===== src/rtl/fifo_uart_tx_pkg.sv =====
// Shared types and constants for the FIFO-fed UART transmitter.
package fifo_uart_pkg;

   localparam int DATA_W      = 8;
   localparam int CLK_DIV_DEF = 868;   // 100 MHz / 115200 baud

   typedef enum logic [2:0] {
      IDLE,
      RD_REQ,
      RD_WAIT,
      START,
      DATA,
      STOP
   } state_t;

endpackage


===== src/rtl/fifo_uart_tx_if.sv =====
// FIFO read-side handshake seen by the UART transmitter.
interface fifo_uart_tx_if;
   import fifo_uart_pkg::*;

   logic              fifo_rd;
   logic              fifo_empty;
   logic              fifo_wr_accepted;
   logic [DATA_W-1:0] fifo_dout;

   // Transmitter side: issues reads, observes FIFO status and data.
   modport master (
      output fifo_rd,
      input  fifo_empty,
      input  fifo_wr_accepted,
      input  fifo_dout
   );

   // FIFO side: answers reads.
   modport slave (
      input  fifo_rd,
      output fifo_empty,
      output fifo_wr_accepted,
      output fifo_dout
   );

endinterface


===== src/rtl/fifo_uart_tx_baud_tick_gen.sv =====
// Bit-period timer: o_tick pulses on the last clk cycle of each bit.
module baud_tick_gen #(
   parameter int CLK_DIV = 868
) (
   input  logic i_clk,
   input  logic i_rst,
   input  logic i_clear,
   output logic o_tick
);

   localparam int            CW   = (CLK_DIV > 1) ? $clog2(CLK_DIV) : 1;
   localparam logic [CW-1:0] LAST = CW'(CLK_DIV - 1);

   logic [CW-1:0] r_cnt;
   logic          w_tick;

   assign w_tick = (r_cnt == LAST);
   assign o_tick = w_tick;

   // Count 0..CLK_DIV-1; restart at each bit boundary or while held clear.
   always_ff @(posedge i_clk or negedge i_rst) begin
      if (!i_rst)                  r_cnt <= '0;
      else if (i_clear || w_tick)  r_cnt <= '0;
      else                         r_cnt <= r_cnt + CW'(1);
   end

endmodule


===== src/rtl/fifo_uart_tx.sv =====
// Pops bytes from a write-priority FIFO and sends them as 8N1/8N2 UART
// frames, LSB first. A read lost to a same-cycle FIFO write is retried.
module fifo_uart_tx
   import fifo_uart_pkg::*;
#(
   parameter int CLK_DIV   = CLK_DIV_DEF,
   parameter int STOP_BITS = 1
) (
   input  logic          i_clk,
   input  logic          i_rst,
   input  logic          i_en,
   fifo_uart_tx_if.master fifo,
   output logic          o_tx,
   output logic          o_busy,
   output logic [15:0]   o_bytes_sent
);

   localparam logic [2:0] LAST_STOP = 3'(STOP_BITS - 1);

   state_t            r_state,      w_state_nxt;
   logic [DATA_W-1:0] r_shift,      w_shift_nxt;
   logic [2:0]        r_bit_idx,    w_bit_idx_nxt;
   logic [15:0]       r_bytes_sent, w_sent_nxt;
   logic              r_tx,         w_tx_nxt;
   logic              r_fifo_rd;
   logic              w_tick;
   logic              w_clear;
   logic              w_start_ok;

   assign w_start_ok   = i_en && !fifo.fifo_empty;
   // Timer only runs while a frame is on the line, so it is at 0 on START entry.
   assign w_clear      = !(r_state inside {START, DATA, STOP});

   assign o_tx         = r_tx;
   assign o_busy       = (r_state != IDLE);
   assign o_bytes_sent = r_bytes_sent;
   assign fifo.fifo_rd = r_fifo_rd;

   baud_tick_gen #(.CLK_DIV(CLK_DIV)) u_baud (
      .i_clk   (i_clk),
      .i_rst   (i_rst),
      .i_clear (w_clear),
      .o_tick  (w_tick)
   );

   // Next-state, shift/bit-count and next line level.
   always_comb begin
      w_state_nxt   = r_state;
      w_shift_nxt   = r_shift;
      w_bit_idx_nxt = r_bit_idx;
      w_sent_nxt    = r_bytes_sent;
      w_tx_nxt      = 1'b1;
      case (r_state)
         IDLE:    if (w_start_ok) w_state_nxt = RD_REQ;
         // Write has priority in the FIFO: a colliding read never happened.
         RD_REQ:  w_state_nxt = fifo.fifo_wr_accepted ? IDLE : RD_WAIT;
         RD_WAIT: begin
            w_shift_nxt = fifo.fifo_dout;
            w_state_nxt = START;
         end
         START: if (w_tick) begin
            w_state_nxt   = DATA;
            w_bit_idx_nxt = 3'd0;
         end
         DATA: if (w_tick) begin
            w_shift_nxt = r_shift >> 1;
            if (r_bit_idx == 3'd7) begin
               w_state_nxt   = STOP;
               w_bit_idx_nxt = 3'd0;
            end else begin
               w_bit_idx_nxt = r_bit_idx + 3'd1;
            end
         end
         STOP: if (w_tick) begin
            if (r_bit_idx == LAST_STOP) begin
               w_sent_nxt    = r_bytes_sent + 16'd1;
               w_bit_idx_nxt = 3'd0;
               w_state_nxt   = w_start_ok ? RD_REQ : IDLE;
            end else begin
               w_bit_idx_nxt = r_bit_idx + 3'd1;
            end
         end
         default: w_state_nxt = IDLE;
      endcase
      // Line level follows the state being entered so tx is a clean flop.
      case (w_state_nxt)
         START:   w_tx_nxt = 1'b0;
         DATA:    w_tx_nxt = w_shift_nxt[0];
         default: w_tx_nxt = 1'b1;
      endcase
   end

   // State, datapath and registered outputs.
   always_ff @(posedge i_clk or negedge i_rst) begin
      if (!i_rst) begin
         r_state      <= IDLE;
         r_shift      <= '0;
         r_bit_idx    <= 3'd0;
         r_bytes_sent <= 16'd0;
         r_tx         <= 1'b1;
         r_fifo_rd    <= 1'b0;
      end else begin
         r_state      <= w_state_nxt;
         r_shift      <= w_shift_nxt;
         r_bit_idx    <= w_bit_idx_nxt;
         r_bytes_sent <= w_sent_nxt;
         r_tx         <= w_tx_nxt;
         r_fifo_rd    <= (w_state_nxt == RD_REQ);
      end
   end

endmodule


===== src/flat_wrapper.sv =====
// flat-port wrapper written by rule: the top's interface ports become plain ports
module fifo_uart_tx_flat import fifo_uart_pkg::*;
#(
   parameter int CLK_DIV   = CLK_DIV_DEF,
   parameter int STOP_BITS = 1
)
  (i_clk, i_rst, i_en, o_tx, o_busy, o_bytes_sent, fifo_fifo_rd, fifo_fifo_empty, fifo_fifo_wr_accepted, fifo_fifo_dout);
  fifo_uart_tx_if fifo_i ();
  input  logic i_clk;
  input  logic i_rst;
  input  logic i_en;
  output logic o_tx;
  output logic o_busy;
  output logic [15:0] o_bytes_sent;
  output wire logic [$bits(fifo_i.fifo_rd)-1:0] fifo_fifo_rd;
  input wire logic [$bits(fifo_i.fifo_empty)-1:0] fifo_fifo_empty;
  input wire logic [$bits(fifo_i.fifo_wr_accepted)-1:0] fifo_fifo_wr_accepted;
  input wire logic [$bits(fifo_i.fifo_dout)-1:0] fifo_fifo_dout;
  assign fifo_fifo_rd = fifo_i.fifo_rd;
  assign fifo_i.fifo_empty = fifo_fifo_empty;
  assign fifo_i.fifo_wr_accepted = fifo_fifo_wr_accepted;
  assign fifo_i.fifo_dout = fifo_fifo_dout;
  fifo_uart_tx #(.CLK_DIV(CLK_DIV), .STOP_BITS(STOP_BITS)) u_core (.i_clk(i_clk), .i_rst(i_rst), .i_en(i_en), .fifo(fifo_i), .o_tx(o_tx), .o_busy(o_busy), .o_bytes_sent(o_bytes_sent));
endmodule

===== config.mk =====
export PLATFORM = sky130hd
export DESIGN_NAME = fifo_uart_tx_flat
export DESIGN_NICKNAME = d
export VERILOG_FILES = /design/src/rtl/fifo_uart_tx_pkg.sv /design/src/rtl/fifo_uart_tx_if.sv /design/src/rtl/fifo_uart_tx_baud_tick_gen.sv /design/src/rtl/fifo_uart_tx.sv /design/src/flat_wrapper.sv
export SDC_FILE = /design/constraint.sdc
export NUM_CORES = 1
export LEC_CHECK = 0
export ABC_AREA = 1
export CAP_MARGIN = 20
export CORE_MARGIN = 2
export CORE_UTILIZATION = 30
export CTS_CLUSTER_SIZE = 40
export DETAILED_ROUTE_END_ITERATION = 16
export SLEW_MARGIN = 20
export SYNTH_ARGS = -nofsm -noshare
export SYNTH_HDL_FRONTEND = slang
export SYNTH_SLANG_ARGS = --single-unit
export TNS_END_PERCENT = 50

===== constraint.sdc =====
create_clock -name i_clk -period 2.3 [get_ports i_clk]
set_input_delay 0.46 -clock i_clk [delete_from_list [all_inputs] [get_ports i_clk]]
set_output_delay 0.46 -clock i_clk [all_outputs]
set_load 0.01 [all_outputs]

==> reports/qor.txt <==
total non-filler cell area in the finished layout: 2760 µm²
nets: 336
top-level port count: 32
max-slew headroom at the worst pin: 63.5%
total track usage: 12.1%
highest attainable clock frequency: 481 MHz
outcome: completed
CTS tree: done
unique cell type count in the Yosys netlist: 26
post-CTS setup-driven buffer insertion count: 0
number of antenna violations at the first check in global routing: 0
met3 wirelength from detailed routing: 155 µm
Slew @ Worst Pin: 0.547 ns
share of the yosys chip area belonging to registers: 47.2%
Post-CTS Hold Fix Bufs: 0
Worst IR Drop VDD: 0.189 mV
routed metal-1 wirelength: 2230 µm
RSZ-0062 raised after global routing: no
area grow syn2layout: 23.8%
path category of the worst min-delay check: input port to asynchronous set/reset pin
# rows: 31
HPWL after DPL: 3510 µm
WL/cell: 11.2 µm
critical path arrival: 1.62 ns
final slew viol count: 0
type of element capturing the critical path: primary output
Hold Violations, Final: 0
top routing layer used: met4
Gate Count Post-Synth: 279
number of antenna-violating nets in the routed design: 0
post-synthesis register bit count: 42
post-DR vias/cell: 4.51
number of global-route vias before repair: 1785
die boundary width: 90.2 µm
Data required, critical path: 1.84 ns
DRC errors left: 0
Maximum Capacitance Violations: 0
worst-skew pair later-pin latency: 0.29 ns
leakage power: 0.00121 µW
Filler cells: 762
power per cell area: 458 nW/µm²
largest net degree at the start of global routing: 43
IO buf count: 31
number of clock sinks seen by CTS: 42
nets in the synthesized netlist: 297
number of placed instances, taps included: 410
Die Footprint: 8140 µm²
global placement routability congestion: 0.791
final WL: 4680 µm
YS warnings: 0
maximum net fanout on the critical path: 6
count of instances resized after the clock tree is built: 0
final setup skew: 0.00546 ns
H-tree depth: 2
total number of vias: 1886
non-filler instance count after layout: 418
global-route wire length before repair: 8190 µm
ratio of cells with drive above 1 in the final layout: 8.78%
Min Clock Period, post-route: 2.08 ns
n_diodes: 0
initial core utilization: 30.9%
height of the die: 90.2 µm
Max clock buf depth: 2
startpoint type of the worst setup path: flip-flop
clock input transition at the sequential cells of the worst setup and hold paths: 0.08 ns
DRT iter0 DRCs: 115
clock root cell: sky130_fd_sc_hd__clkbuf_8
total negative slack: 0 ns
average instance area after synthesis: 8.00 µm²
worst setup path category: flip-flop to primary output
number of buffers created by CTS: 5
post-placement cell area: 2670 µm²
sum of overflow across all layers after global routing: 0
Detailed Routing Iterations Pass 1: 4
final setup fails: 0
fraction of the cycle the final worst path needs: 90.4%
post-synthesis instance area: 2230 µm²
Met2 Routed Length: 2240 µm
core footprint: 7210 µm²
## cells in the final DEF (no fill, tap or decap), types with 2 or more instances in the layout
| master | synthesis | layout |
|---|---|---|
| sky130_fd_sc_hd__a21oi_1 | 3 | 3 |
| sky130_fd_sc_hd__buf_4 | 0 | 2 |
| sky130_fd_sc_hd__clkbuf_8 | 0 | 6 |
| sky130_fd_sc_hd__clkdlybuf4s50_1 | 0 | 30 |
| sky130_fd_sc_hd__dfrtp_1 | 41 | 41 |
| sky130_fd_sc_hd__ha_1 | 5 | 5 |
| sky130_fd_sc_hd__inv_1 | 32 | 32 |
| sky130_fd_sc_hd__inv_2 | 5 | 5 |
| sky130_fd_sc_hd__nand2_1 | 74 | 74 |
| sky130_fd_sc_hd__nand2_2 | 3 | 3 |
| sky130_fd_sc_hd__nand3_1 | 27 | 27 |
| sky130_fd_sc_hd__nand4_1 | 10 | 10 |
| sky130_fd_sc_hd__nor2_1 | 25 | 25 |
| sky130_fd_sc_hd__nor2_2 | 3 | 3 |
| sky130_fd_sc_hd__nor2_4 | 2 | 2 |
| sky130_fd_sc_hd__nor3_1 | 13 | 13 |
| sky130_fd_sc_hd__nor3_2 | 2 | 2 |
| sky130_fd_sc_hd__nor3b_1 | 3 | 3 |
| sky130_fd_sc_hd__o21ai_0 | 6 | 6 |
| sky130_fd_sc_hd__o21ai_1 | 3 | 3 |
| sky130_fd_sc_hd__xnor2_1 | 6 | 6 |
| sky130_fd_sc_hd__xor2_1 | 9 | 9 |
## path summary, 6_finish.rpt
kind	from	to	slack, ns	cells after the start
worst max-delay path	u_core.r_state[0]$_DFF_PN0_	o_busy	0.22	3
worst min-delay path	i_rst	u_core.o_bytes_sent[3]$_DFFE_PN0P_	0.23	2
worst max register to register	u_core.u_baud.r_cnt[0]$_DFF_PN0_	u_core.o_bytes_sent[14]$_DFFE_PN0P_	0.51	7
worst min register to register	u_core.u_baud.r_cnt[0]$_DFF_PN0_	u_core.u_baud.r_cnt[0]$_DFF_PN0_	0.47	1
max in group asynchronous	i_rst	u_core.o_tx$_DFF_PN1_	1.68	2
min in group i_clk	u_core.u_baud.r_cnt[0]$_DFF_PN0_	u_core.u_baud.r_cnt[0]$_DFF_PN0_	0.47	1
## state kept, by name, indices dropped and copies added, names as in the netlist
| register | cells |
|---|---|
| u_core.o_bytes_sent | 16 |
| u_core.u_baud.r_cnt | 10 |
| u_core.r_shift | 8 |
| u_core.r_bit_idx | 3 |
| u_core.r_state | 3 |
| u_core.fifo.fifo_rd | 1 |
| u_core.o_tx | 1 |
## report_power, final
group | internal [µW] | switching, µW | total (µW)
registers | 738 | 0 | 738
logic | 18.1 | 17.5 | 35.6
clock network | 242 | 248 | 491
## cell families (layout without fill, tap and decap cells)
family / after synthesis / in the layout / share of synthesized area (%)
xor+xnor: 15 / 15 / 5.89
fa+ha+maj: 5 / 5 / 2.80
compound gates: 14 / 14 / 3.48
simple gates: 165 / 165 / 34.2
flops: 42 / 42 / 47.2
buf+inv: 38 / 78 / 6.45
## final cells by class
class | instances | area, µm² | area share, %
Clock buffer | 7 | 86.3 | 3.13
Clock inverter | 1 | 5.00 | 0.181
Inverter | 37 | 139 | 5.03
Multi-Input combinational cell | 199 | 1030 | 37.5
Sequential cell | 42 | 1050 | 38.1
Tap cell | 99 | 124 | 4.49
Timing Repair Buffer | 33 | 320 | 11.6
## through the flow
stage | power (µW) | utilization [%] | setup WS [ns] | hold WS [ns]
2_1_floorplan | 754 | - | 0.790 | 0.164
3_3_place_gp | 789 | 37.0 | 0.559 | 0.447
3_5_place_dp | 790 | 37.0 | 0.504 | 0.465
4_1_cts | 1290 | 38.3 | 0.204 | 0.248
5_1_grt | 1310 | 38.3 | 0.136 | 0.286
6_report | 1260 | 38.3 | 0.220 | 0.228
## cells in the mapped netlist (all sizes together)
library cell / instances / area share (%)
ha: 5 / 2.8
dfstp: 1 / 1.2
xnor2: 6 / 2.4
nor2: 30 / 6.1
nor3b: 3 / 1.0
o41ai: 1 / 0.39
buf: 1 / 0.22
inv: 37 / 6.2
dfrtp: 41 / 46
nand2: 77 / 13
and3: 1 / 0.28
nor3: 15 / 3.8
nand4: 11 / 3.4
nand3b: 1 / 0.34
nand3: 27 / 6.1
xor2: 9 / 3.5
a21oi: 4 / 1.1
o21ai: 9 / 2.0
## critical path: stages, from the launching register on
cell and delay (ns):
sky130_fd_sc_hd__dfrtp_1 0.45, sky130_fd_sc_hd__nor3_1 0.32, sky130_fd_sc_hd__inv_1 0.07, sky130_fd_sc_hd__clkdlybuf4s50_1 0.48
## per-layer routing
layer,vias up,GRT usage [%]
li1,973,-
met4,0,3.46
met1,873,15.5
met3,7,2.77
met5,-,0
met2,33,20.6
Note: power is estimated with default switching activity, not from simulation.
